==> config.mk <==
export PLATFORM = sky130hd
export DESIGN_NAME = systolic_feed_ctrl
export DESIGN_NICKNAME = d
export VERILOG_FILES = /design/src/rtl/systolic_pkg.sv /design/src/rtl/systolic_skew_line.sv /design/src/rtl/systolic_feed_ctrl.sv
export SDC_FILE = /design/constraint.sdc
export NUM_CORES = 1
export LEC_CHECK = 0
export CAP_MARGIN = 10
export CORE_MARGIN = 1.5
export CORE_UTILIZATION = 47
export DETAILED_ROUTE_END_ITERATION = 8
export HOLD_SLACK_MARGIN = 0.08
export PLACE_DENSITY_LB_ADDON = 0.25
export SYNTH_ARGS = -nofsm -noshare
export SYNTH_HDL_FRONTEND = slang
export SYNTH_SLANG_ARGS = --single-unit
==> constraint.sdc <==
create_clock -name clk -period 1.4 [get_ports clk]
set_input_delay 0.21 -clock clk [delete_from_list [all_inputs] [get_ports clk]]
set_output_delay 0.21 -clock clk [all_outputs]
set_load 0.05 [all_outputs]
==> src/rtl/systolic_pkg.sv <==
// Shared types and helpers for the systolic array west-edge feed controller.
package systolic_pkg;

  typedef enum logic [2:0] {
    IDLE,
    REWIND,
    ISSUE,
    DRAIN,
    DONE
  } feed_state_t;

  localparam int LANES = 4;

  // Issue counter must hold 0..ROWS, hence rows+1.
  function automatic int cnt_width(input int rows);
    return $clog2(rows + 1);
  endfunction

endpackage

==> src/rtl/systolic_skew_line.sv <==
// DEPTH-stage data+valid delay line; data is forced to zero whenever its valid is low.
module systolic_skew_line #(
  parameter int WIDTH = 32,
  parameter int DEPTH = 1
) (
  input  logic             clk,
  input  logic             rst,
  input  logic [WIDTH-1:0] d,
  input  logic             vld,
  output logic [WIDTH-1:0] q,
  output logic             q_vld,
  output logic             pending
);

  logic [WIDTH-1:0] data_r [DEPTH];
  logic [DEPTH-1:0] vld_r;

  always_ff @(posedge clk) begin
    if (rst) begin
      vld_r <= '0;
      for (int s = 0; s < DEPTH; s++) data_r[s] <= '0;
    end else begin
      vld_r[0]  <= vld;
      data_r[0] <= vld ? d : '0;
      for (int s = 1; s < DEPTH; s++) begin
        vld_r[s]  <= vld_r[s-1];
        data_r[s] <= data_r[s-1];
      end
    end
  end

  assign q     = data_r[DEPTH-1];
  assign q_vld = vld_r[DEPTH-1];

  // Anything still travelling behind the output stage keeps the line non-empty next cycle.
  if (DEPTH > 1) begin : g_pend
    assign pending = |vld_r[DEPTH-2:0];
  end else begin : g_nopend
    assign pending = 1'b0;
  end

endmodule

==> src/rtl/systolic_feed_ctrl.sv <==
// Reads ROWS vectors from the 4-lane ROM per tile and presents them diagonally
// skewed to the west edge of the 4x4 systolic array.
module systolic_feed_ctrl
  import systolic_pkg::*;
#(
  parameter int WIDTH   = 32,
  parameter int ROWS    = 4,
  parameter int ROM_LAT = 1
) (
  input  logic             clk,
  input  logic             rst,
  input  logic             start,
  output logic             busy,
  output logic             done,
  output logic             rom_rewind,
  output logic             rom_rden,
  input  logic [WIDTH-1:0] rom_d0,
  input  logic [WIDTH-1:0] rom_d1,
  input  logic [WIDTH-1:0] rom_d2,
  input  logic [WIDTH-1:0] rom_d3,
  output logic [WIDTH-1:0] a0,
  output logic [WIDTH-1:0] a1,
  output logic [WIDTH-1:0] a2,
  output logic [WIDTH-1:0] a3,
  output logic [LANES-1:0] a_vld
);

  localparam int CW = cnt_width(ROWS);

  feed_state_t state, state_nxt;
  logic [CW-1:0]      issue_cnt;
  logic [ROM_LAT-1:0] tags;
  logic [WIDTH-1:0]   rom_d   [LANES];
  logic [WIDTH-1:0]   s0_data [LANES];
  logic               s0_vld;
  logic [WIDTH-1:0]   lane_q  [LANES];
  logic [LANES-1:0]   lane_vld;
  logic [LANES-1:0]   lane_pend;
  logic               tag_out;
  logic               last_issue;
  logic               pipe_empty;

  assign rom_d[0] = rom_d0;
  assign rom_d[1] = rom_d1;
  assign rom_d[2] = rom_d2;
  assign rom_d[3] = rom_d3;

  assign tag_out    = tags[ROM_LAT-1];
  assign last_issue = (issue_cnt == CW'(ROWS - 1));
  // Judged one cycle early so DONE lands right after the last lane-3 element.
  assign pipe_empty = (tags == '0) && !s0_vld && (lane_pend == '0);

  always_ff @(posedge clk) begin
    if (rst) state <= IDLE;
    else     state <= state_nxt;
  end

  always_ff @(posedge clk) begin
    if (rst)                  issue_cnt <= '0;
    else if (state == REWIND) issue_cnt <= '0;
    else if (state == ISSUE)  issue_cnt <= issue_cnt + CW'(1);
  end

  always_ff @(posedge clk) begin
    if (rst) begin
      tags <= '0;
    end else begin
      tags[0] <= rom_rden;
      for (int i = 1; i < ROM_LAT; i++) tags[i] <= tags[i-1];
    end
  end

  always_ff @(posedge clk) begin
    if (rst) begin
      s0_vld <= 1'b0;
      for (int l = 0; l < LANES; l++) s0_data[l] <= '0;
    end else begin
      s0_vld <= tag_out;
      for (int l = 0; l < LANES; l++) s0_data[l] <= tag_out ? rom_d[l] : '0;
    end
  end

  always_comb begin
    state_nxt  = state;
    busy       = 1'b1;
    done       = 1'b0;
    rom_rewind = 1'b0;
    rom_rden   = 1'b0;
    unique case (state)
      IDLE: begin
        busy = 1'b0;
        if (start) state_nxt = REWIND;
      end
      REWIND: begin
        rom_rewind = 1'b1;
        state_nxt  = ISSUE;
      end
      ISSUE: begin
        rom_rden = 1'b1;
        if (last_issue) state_nxt = DRAIN;
      end
      DRAIN: begin
        if (pipe_empty) state_nxt = DONE;
      end
      DONE: begin
        done      = 1'b1;
        state_nxt = IDLE;
      end
      default: state_nxt = IDLE;
    endcase
  end

  assign lane_q[0]    = s0_data[0];
  assign lane_vld[0]  = s0_vld;
  assign lane_pend[0] = 1'b0;

  for (genvar g = 1; g < LANES; g++) begin : g_skew
    systolic_skew_line #(
      .WIDTH(WIDTH),
      .DEPTH(g)
    ) u_skew (
      .clk    (clk),
      .rst    (rst),
      .d      (s0_data[g]),
      .vld    (s0_vld),
      .q      (lane_q[g]),
      .q_vld  (lane_vld[g]),
      .pending(lane_pend[g])
    );
  end

  assign a0    = lane_q[0];
  assign a1    = lane_q[1];
  assign a2    = lane_q[2];
  assign a3    = lane_q[3];
  assign a_vld = lane_vld;

endmodule
==> results by group, run 1 <==
Run status
  • Status: finished, violations left
  • Failing checks: setup timing

Clock network
  • Total CTS buffers: 31
  • Clk slew on worst S/H paths: 60 ps
  • Clock Latency Late Sink: 540 ps
  • Clock Path Buffers: 3
  • TritonCTS sink count: 331
  • Clk root buf: clkbuf_16
  • H-tree depth: 1
  • CTS tree: yes

Power
  • Net Sw Frac: about a fifth
  • Clk pwr share: 43.6%
  • Combinational Power Share: under 10%
  • Pleak: 0.00580 uW
  • Internal Power: 14700 uW
  • Share of power burned in registers: 52.3%
  • Total power: around 18000 uW
  • NetSw: 3530 uW
  • Peak supply drop: 0.894 mV
  • PD cells: approximately 1300 nW/um^2

Yosys
  • Cell count after synthesis: 784
  • Mux cell area share after synthesis: 0.210%
  • Synth Warn #: 0
  • EDFF count, synth: 0
  • Adder-Cell Fraction of Synth Area: 0.262%
  • Synthesized flop and latch total: 331
  • Simple-Gate Fraction of Synth Area: between 20 and 25%
  • Post-synthesis cell area: 9540 um^2
  • Synth Area in Compound Gates: 0.262%
  • Most used flip-flop cell after synthesis: dfxtp_1
  • Post-synth ARST share: 0%
  • Leading area contributor after synthesis: dfxtp_1
  • Top cells by count, synth: dfxtp_1, and2_1, nor2b_1
  • Seq/Total Area, Yosys: a little under 70%
  • Top-count cell post-synth: dfxtp_1
  • Avg Synthesized Cell Area: roughly 12 um^2
  • Top-area cell type share of the netlist area: 69.5%
  • Xor/xnor share of the synthesized area: 0.0918%
  • Largest cells by area after synthesis: dfxtp_1, and2_1, nor2b_1
  • Largest family of logic cells by synthesized area: simple AND/OR/NAND/NOR gates
  • Syn Nets: 917
  • Synth cell types: 26

Flow run
  • MaxCap Viol Count: 0

Global routing
  • Grt ovf: 0
  • GR Util met1: around 17%
  • GRT Max-Usage Layer: met2
  • Met3 usage: 7.55%
  • Met2 Use GR: 30.2%
  • Vias in the first global route: between 5000 and 6000
  • Largest net degree at the start of global routing: 98
  • Initial antenna violation count: 0
  • First-pass GRT wire length: 28200 um
  • Total track usage: 16.9%

STA
  • Max Clock Freq: around 0.6 GHz
  • Tightest Pin Transition: 326 ps
  • Final hold vios: 0
  • Fin crit share: 118%
  • Skew final: 6.21 ps
  • WHS: 230 ps
  • Final worst slack: -257 ps
  • Final setup viols: 4
  • RSZ-0062 raised after global routing: yes
  • Rel. slew slack: 78.3%
  • Final min period: 1660 ps
  • Setup tns final: -755 ps
  • Pins Over Slew Limit: 0

Final layout
  • Nets: about 1100
  • Synth-to-layout area growth: 50.4%
  • Ant. Diodes: 0
  • Layout cells sized above 1: between 20% and 30%
  • Filler cells: 1312

Detailed routing
  • Vias per inst: 4.16
  • DRC Markers: 0
  • Post-route ant nets: 0
  • Drt initial violations: ~160
  • Final WL: 17600 um
  • WL per Instance: around 14 um
  • Vias: approximately 5300
  • DR pass1 iterations: 4

Floorplan
  • Die area: around 21000 um^2
  • Row cnt: 51
  • Core Region: between 15000 and 20000 um^2
  • Die Y: 145 um
  • Io pins: 267
  • Die width: around 150 um
  • Initial Util: 48.5%

Worst setup path
  • CP Capture Type: primary output
  • CP Max Fanout: 5
  • Critical path arrival: 1450 ps
  • Worst Setup Start Kind: register
  • Worst path required time: 1190 ps
  • CP Class: register to primary output

Placed design
  • Pre-CTS setup slack: 143 ps
  • Buffers on Ports: 266
  • RD Place Congestion: 0.739
  • DP Wirelength: 12300 um

Min path
  • HP Class: input pin to register
-- kinds of logic (layout without fill, tap and decap cells) --
group	after synthesis	after routing
xor gates and xnor gates	1	1
adders and majority gates	2	2
DFF	331	331
AOI/OAI and AO/OA	4	4
buffers and inverters	106	334
muxes	2	2
and+or+nand+nor	338	338
-- critical path, stage by stage (launching register included) --
cell,delay (ps)
dfxtp_4,370
or3_4,390
buf_6,160
-- power by group through the flow --
stage,Clock [uW],Sequential (uW),Combinational [uW]
finish,7930,9520,738
global route,8540,9520,792
CTS,8140,9520,740
detailed placement,0,9730,720
global placement,0,9730,712
floorplan,0,9750,201
-- layer usage --
metal | share of wire [%] | vias to the layer above
li1 | - | 2709
met1 | 36 | 2375
met2 | 51 | 192
met3 | 10 | 40
met4 | 3.1 | 0
met5 | 0 | -
-- sequential cells by signal, indices dropped and copies added (netlist names) --
signal and flops:
tag_out 1, g_skew.u_skew.vld_r 3, state 3, g_skew.u_skew.data_r 192, s0_data 128, issue_cnt 3, s0_vld 1
-- stage by stage --
step                instances  instance area (um^2)  util [%]
global placement         1218                 13300      67.7
global route             1277                 14300      73.0
floorplan                 784                  9550         -
detailed placement       1218                 13300      67.7
CTS                      1275                 14300      72.9
finish                   1277                 14300      73.0
-- final timing paths --
kind | to | start | slack, ps | depth (start not counted)
min reg2reg | g_skew[1].u_skew.data_r[0][2] | s0_data[1][2] | 420 | 1
max reg2reg | issue_cnt[1] | state[1] | 110 | 5
min | s0_data[2][9] | rom_d2[9] | 230 | 2
max | busy | state[2] | -260 | 2
-- final cells by class --
cell class	count	area, um^2	area share, %
clock buffers	48	930	6.48
repair buffers	279	4150	28.9
flip-flops and latches	331	6640	46.3
inverters	1	3.75	0.0262
well taps	265	332	2.31
clock inverters	6	57.6	0.401
multi-input cells	347	2240	15.6
-- cells in the final DEF, fill, tap and decap left out, types with 2 or more instances in the layout --
cell and instances:
nor2_1 4, ha_1 2, clkdlybuf4s50_1 129, nor3b_4 2, buf_12 138, clkbuf_16 31, buf_4 10, mux2i_1 2
and2_1 225, nor2b_4 2, dfxtp_1 328, dfxtp_4 3, clkbuf_8 9, nor2b_1 99, clkinv_2 4, clkbuf_1 8
-- repair_timing --
item                                    CTS  global route
buffers inserted                          2             2
endpoints found under the hold margin     9             0
resized for setup                         7             0
endpoints found under the setup margin    4             4
hold buffers                              1             0
No activity file was read; power rests on OpenSTA's default activity.
==> run 2: changes to the inputs <==
--- a/config.mk
+++ b/config.mk
@@ -7,9 +7,9 @@
 export LEC_CHECK = 0
 export CAP_MARGIN = 10
 export CORE_MARGIN = 1.5
-export CORE_UTILIZATION = 47
+export CORE_UTILIZATION = 49
+export CTS_BUF_LIST = sky130_fd_sc_hd__clkbuf_2 sky130_fd_sc_hd__clkbuf_4 sky130_fd_sc_hd__clkbuf_8
 export DETAILED_ROUTE_END_ITERATION = 8
-export HOLD_SLACK_MARGIN = 0.08
 export PLACE_DENSITY_LB_ADDON = 0.25
 export SYNTH_ARGS = -nofsm -noshare
 export SYNTH_HDL_FRONTEND = slang
==> run 2 against run 1 <==
- the run still ends with setup timing left
- sequential cell count did not move
- cell area is 0.27% lower
- largest power group unchanged
- register-to-register slack gained 50 ps
- clock-buffer cell count increased by 29
- worst hold slack got worse by 1.2 ps
- sequential power hardly changed
- setup slack improved by 0.53 ps
- critical path depth stayed put
- clock power fell by 4.5%
- die area shrank 4.0%
==> results by group, run 2 (synthesized netlist as in run 1, its figures left out) <==
Detailed routing
  • Drt initial violations: 141 (-9.6%)
  • Vias: 5444 (+2.4%)
  • DRC Markers: 0 (unchanged)
  • Post-route ant nets: 0 (unchanged)
  • WL per Instance: 14.0 um (+1.7%)
  • Vias per inst: 4.19 (+0.75%)
  • DR pass1 iterations: 4 (unchanged)
  • Final WL: 18200 um (+3.4%)

Power
  • Net Sw Frac: 20.1% (+0.71 points)
  • PD cells: 1250 nW/um^2 (-1.7%)
  • Combinational Power Share: 4.1% (about the same)
  • Internal Power: 14200 uW (-2.8%)
  • Share of power burned in registers: 53.4% (+1.1 points)
  • Peak supply drop: 1.01 mV (+13%)
  • Pleak: 0.00583 uW (+0.50%)
  • NetSw: 3590 uW (+1.6%)
  • Total power: 17800 uW (-2.0%)
  • Clk pwr share: 42.5% (-1.1 points)

Clock network
  • Total CTS buffers: 49 (+58%)
  • Clk root buf: clkbuf_8
  • CTS tree: yes
  • Clock Latency Late Sink: 540 ps (about the same)
  • TritonCTS sink count: 331 (unchanged)
  • Clock Path Buffers: 3 (unchanged)
  • H-tree depth: 2 (+1)
  • Clk slew on worst S/H paths: 70 ps (about the same)

Placed design
  • Pre-CTS setup slack: 165 ps (+22.2 ps)
  • Buffers on Ports: 266 (unchanged)
  • DP Wirelength: 12600 um (+2.0%)
  • RD Place Congestion: 0.747 (+1.0%)
  • Dpl cell area: 13300 um^2 (-0.10%)

Global routing
  • Met3 usage: 8.38% (+0.82 points)
  • Total track usage: 18.3% (+1.5 points)
  • GR Util met1: 17.9% (+0.58 points)
  • First-pass GRT wire length: 28200 um (+0.24%)
  • Initial antenna violation count: 0 (unchanged)
  • Largest net degree at the start of global routing: 91 (-7.1%)
  • GRT Max-Usage Layer: met2
  • Vias in the first global route: 5653 (+3.8%)
  • Grt ovf: 0 (unchanged)
  • Met2 Use GR: 32.2% (+2.0 points)

Final layout
  • Synth-to-layout area growth: 50.0%
  • Commonest cells after routing, fill and taps aside: dfxtp_1, and2_1, buf_12
  • Multi-input logic area: 2230 um^2 (-0.22%)
  • Filler cells: 1181 (-10%)
  • Biggest register: g_skew.u_skew.data_r
  • Leading cell type in the layout, fill and taps excluded: dfxtp_1
  • Final instance area: 14300 um^2 (-0.27%)
  • Nets: 1140 (+1.4%)
  • Max reg flops: 192 (unchanged)
  • Layout cells sized above 1: 22.8% (+2.6 points)
  • Ant. Diodes: 0 (unchanged)
  • Top flop regs: g_skew.u_skew.data_r x192, s0_data x128
  • FF/Latch Area: 6640 um^2 (unchanged)

Floorplan
  • Die width: 143 um (-2.0%)
  • Initial Util: 50.5% (+2.0 points)
  • Core Region: 18900 um^2 (-3.9%)
  • Die Y: 143 um (-2.0%)
  • Die area: 20300 um^2 (-4.0%)
  • Row cnt: 50 (-2.0%)
  • Io pins: 267 (unchanged)

Worst setup path
  • Critical path arrival: 1450 ps (about the same)
  • Worst Setup Start Kind: register
  • CP Capture Type: primary output
  • Max incr delay on CP: 390 ps (about the same)
  • CP delay by family, top: simple AND/OR/NAND/NOR gates
  • Worst path cell trace: or3_1 -> buf_6
  • Worst path required time: 1190 ps (about the same)
  • Bufs and invs on worst path: 1 (unchanged)
  • CP Class: register to primary output
  • CP Max Fanout: 6 (+1)
  • CP max stage cell: or3_1

Flow run
  • MaxCap Viol Count: 0 (unchanged)

Run status
  • Status: finished, violations left
  • Failing checks: setup timing

Min path
  • HP Class: input pin to register

STA
  • Max Clock Freq: 0.604 GHz (about the same)
  • Fin crit share: 118% (about the same)
  • Tightest Pin Transition: 315 ps (-10.4 ps)
  • Final worst slack: -256 ps (+0.530 ps)
  • Skew final: 10.5 ps (+4.25 ps)
  • Pins Over Slew Limit: 0 (unchanged)
  • Final setup viols: 4 (unchanged)
  • Final min period: 1660 ps (-0.530 ps)
  • Rel. slew slack: 79.0% (+0.69 points)
  • Setup tns final: -704 ps (+51.0 ps)
  • Final hold vios: 0 (unchanged)
  • RSZ-0062 raised after global routing: yes
run 2: cell count changes in the layout (fill, tap and decap cells not counted), moves of 3 or more:
| cell | before | now |
|---|---|---|
| clkbuf_1 | 8 | 0 |
| clkbuf_4 | 0 | 17 |
| buf_4 | 10 | 7 |
| clkbuf_8 | 9 | 60 |
| clkbuf_16 | 31 | 0 |
run 2: final timing paths:
| check | from | end | slack [ps] | depth (start not counted) |
|---|---|---|---|---|
| worst max-delay path | state[0] | busy | -260 | 2 |
| worst max register to register | issue_cnt[0] | state[0] | 160 | 5 |
| worst min-delay path | rom_d0[19] | s0_data[0][19] | 230 | 2 |
| worst min register to register | s0_data[2][4] | g_skew[2].u_skew.data_r[0][4] | 410 | 1 |
run 2: through the flow:
step / hold WS (ps) / instances / util (%)
finish: 229 / 1298 / 75.7
detailed placement: 410 / 1212 / 70.3
global route: 201 / 1298 / 75.7
global placement: 407 / 1212 / 70.3
floorplan: 332 / 784 / -
CTS: 187 / 1297 / 75.7
run 2: power groups by stage:
| stage | Clock (uW) | Combinational (uW) | Sequential [uW] |
|---|---|---|---|
| 6_report | 7570 | 734 | 9520 |
| 2_1_floorplan | 0 | 201 | 9750 |
| 4_1_cts | 7800 | 735 | 9520 |
| 3_3_place_gp | 0 | 710 | 9730 |
| 3_5_place_dp | 0 | 719 | 9730 |
| 5_1_grt | 8220 | 781 | 9520 |
run 2: worst reg2reg max path, stage by stage (launching register included):
cell and delay (ps):
dfxtp_1 330, ha_1 200, ha_1 180, mux2i_1 170
o22ai_1 100, and2_1 150
run 2: what timing repair did:
item / in CTS / in global routing
setup buffers: 2 / 1
resized for setup: 5 / 1
hold buffers: 1 / 0
pin swaps: 0 / 1
endpoints found under the setup margin: 4 / 4
hold endpoints to repair: 2 / 0
cloned: 0 / 0
run 2: area by class of cell:
class	count	share of cell area, %
flip-flops and latches	331	46.4
repair buffers	277	28.9
multi-input cells	347	15.6
clock buffers	77	6.66
well taps	260	2.27
clock inverters	5	0.175
inverters	1	0.0262
run 2: routing by layer:
layer | wire length (um) | part of all wire (%) | vias to the layer above
met5 | 0 | 0 | -
met4 | 700 | 3.8 | 0
met2 | 9310 | 51 | 210
met3 | 1870 | 10 | 51
met1 | 6350 | 35 | 2435
li1 | - | - | 2748
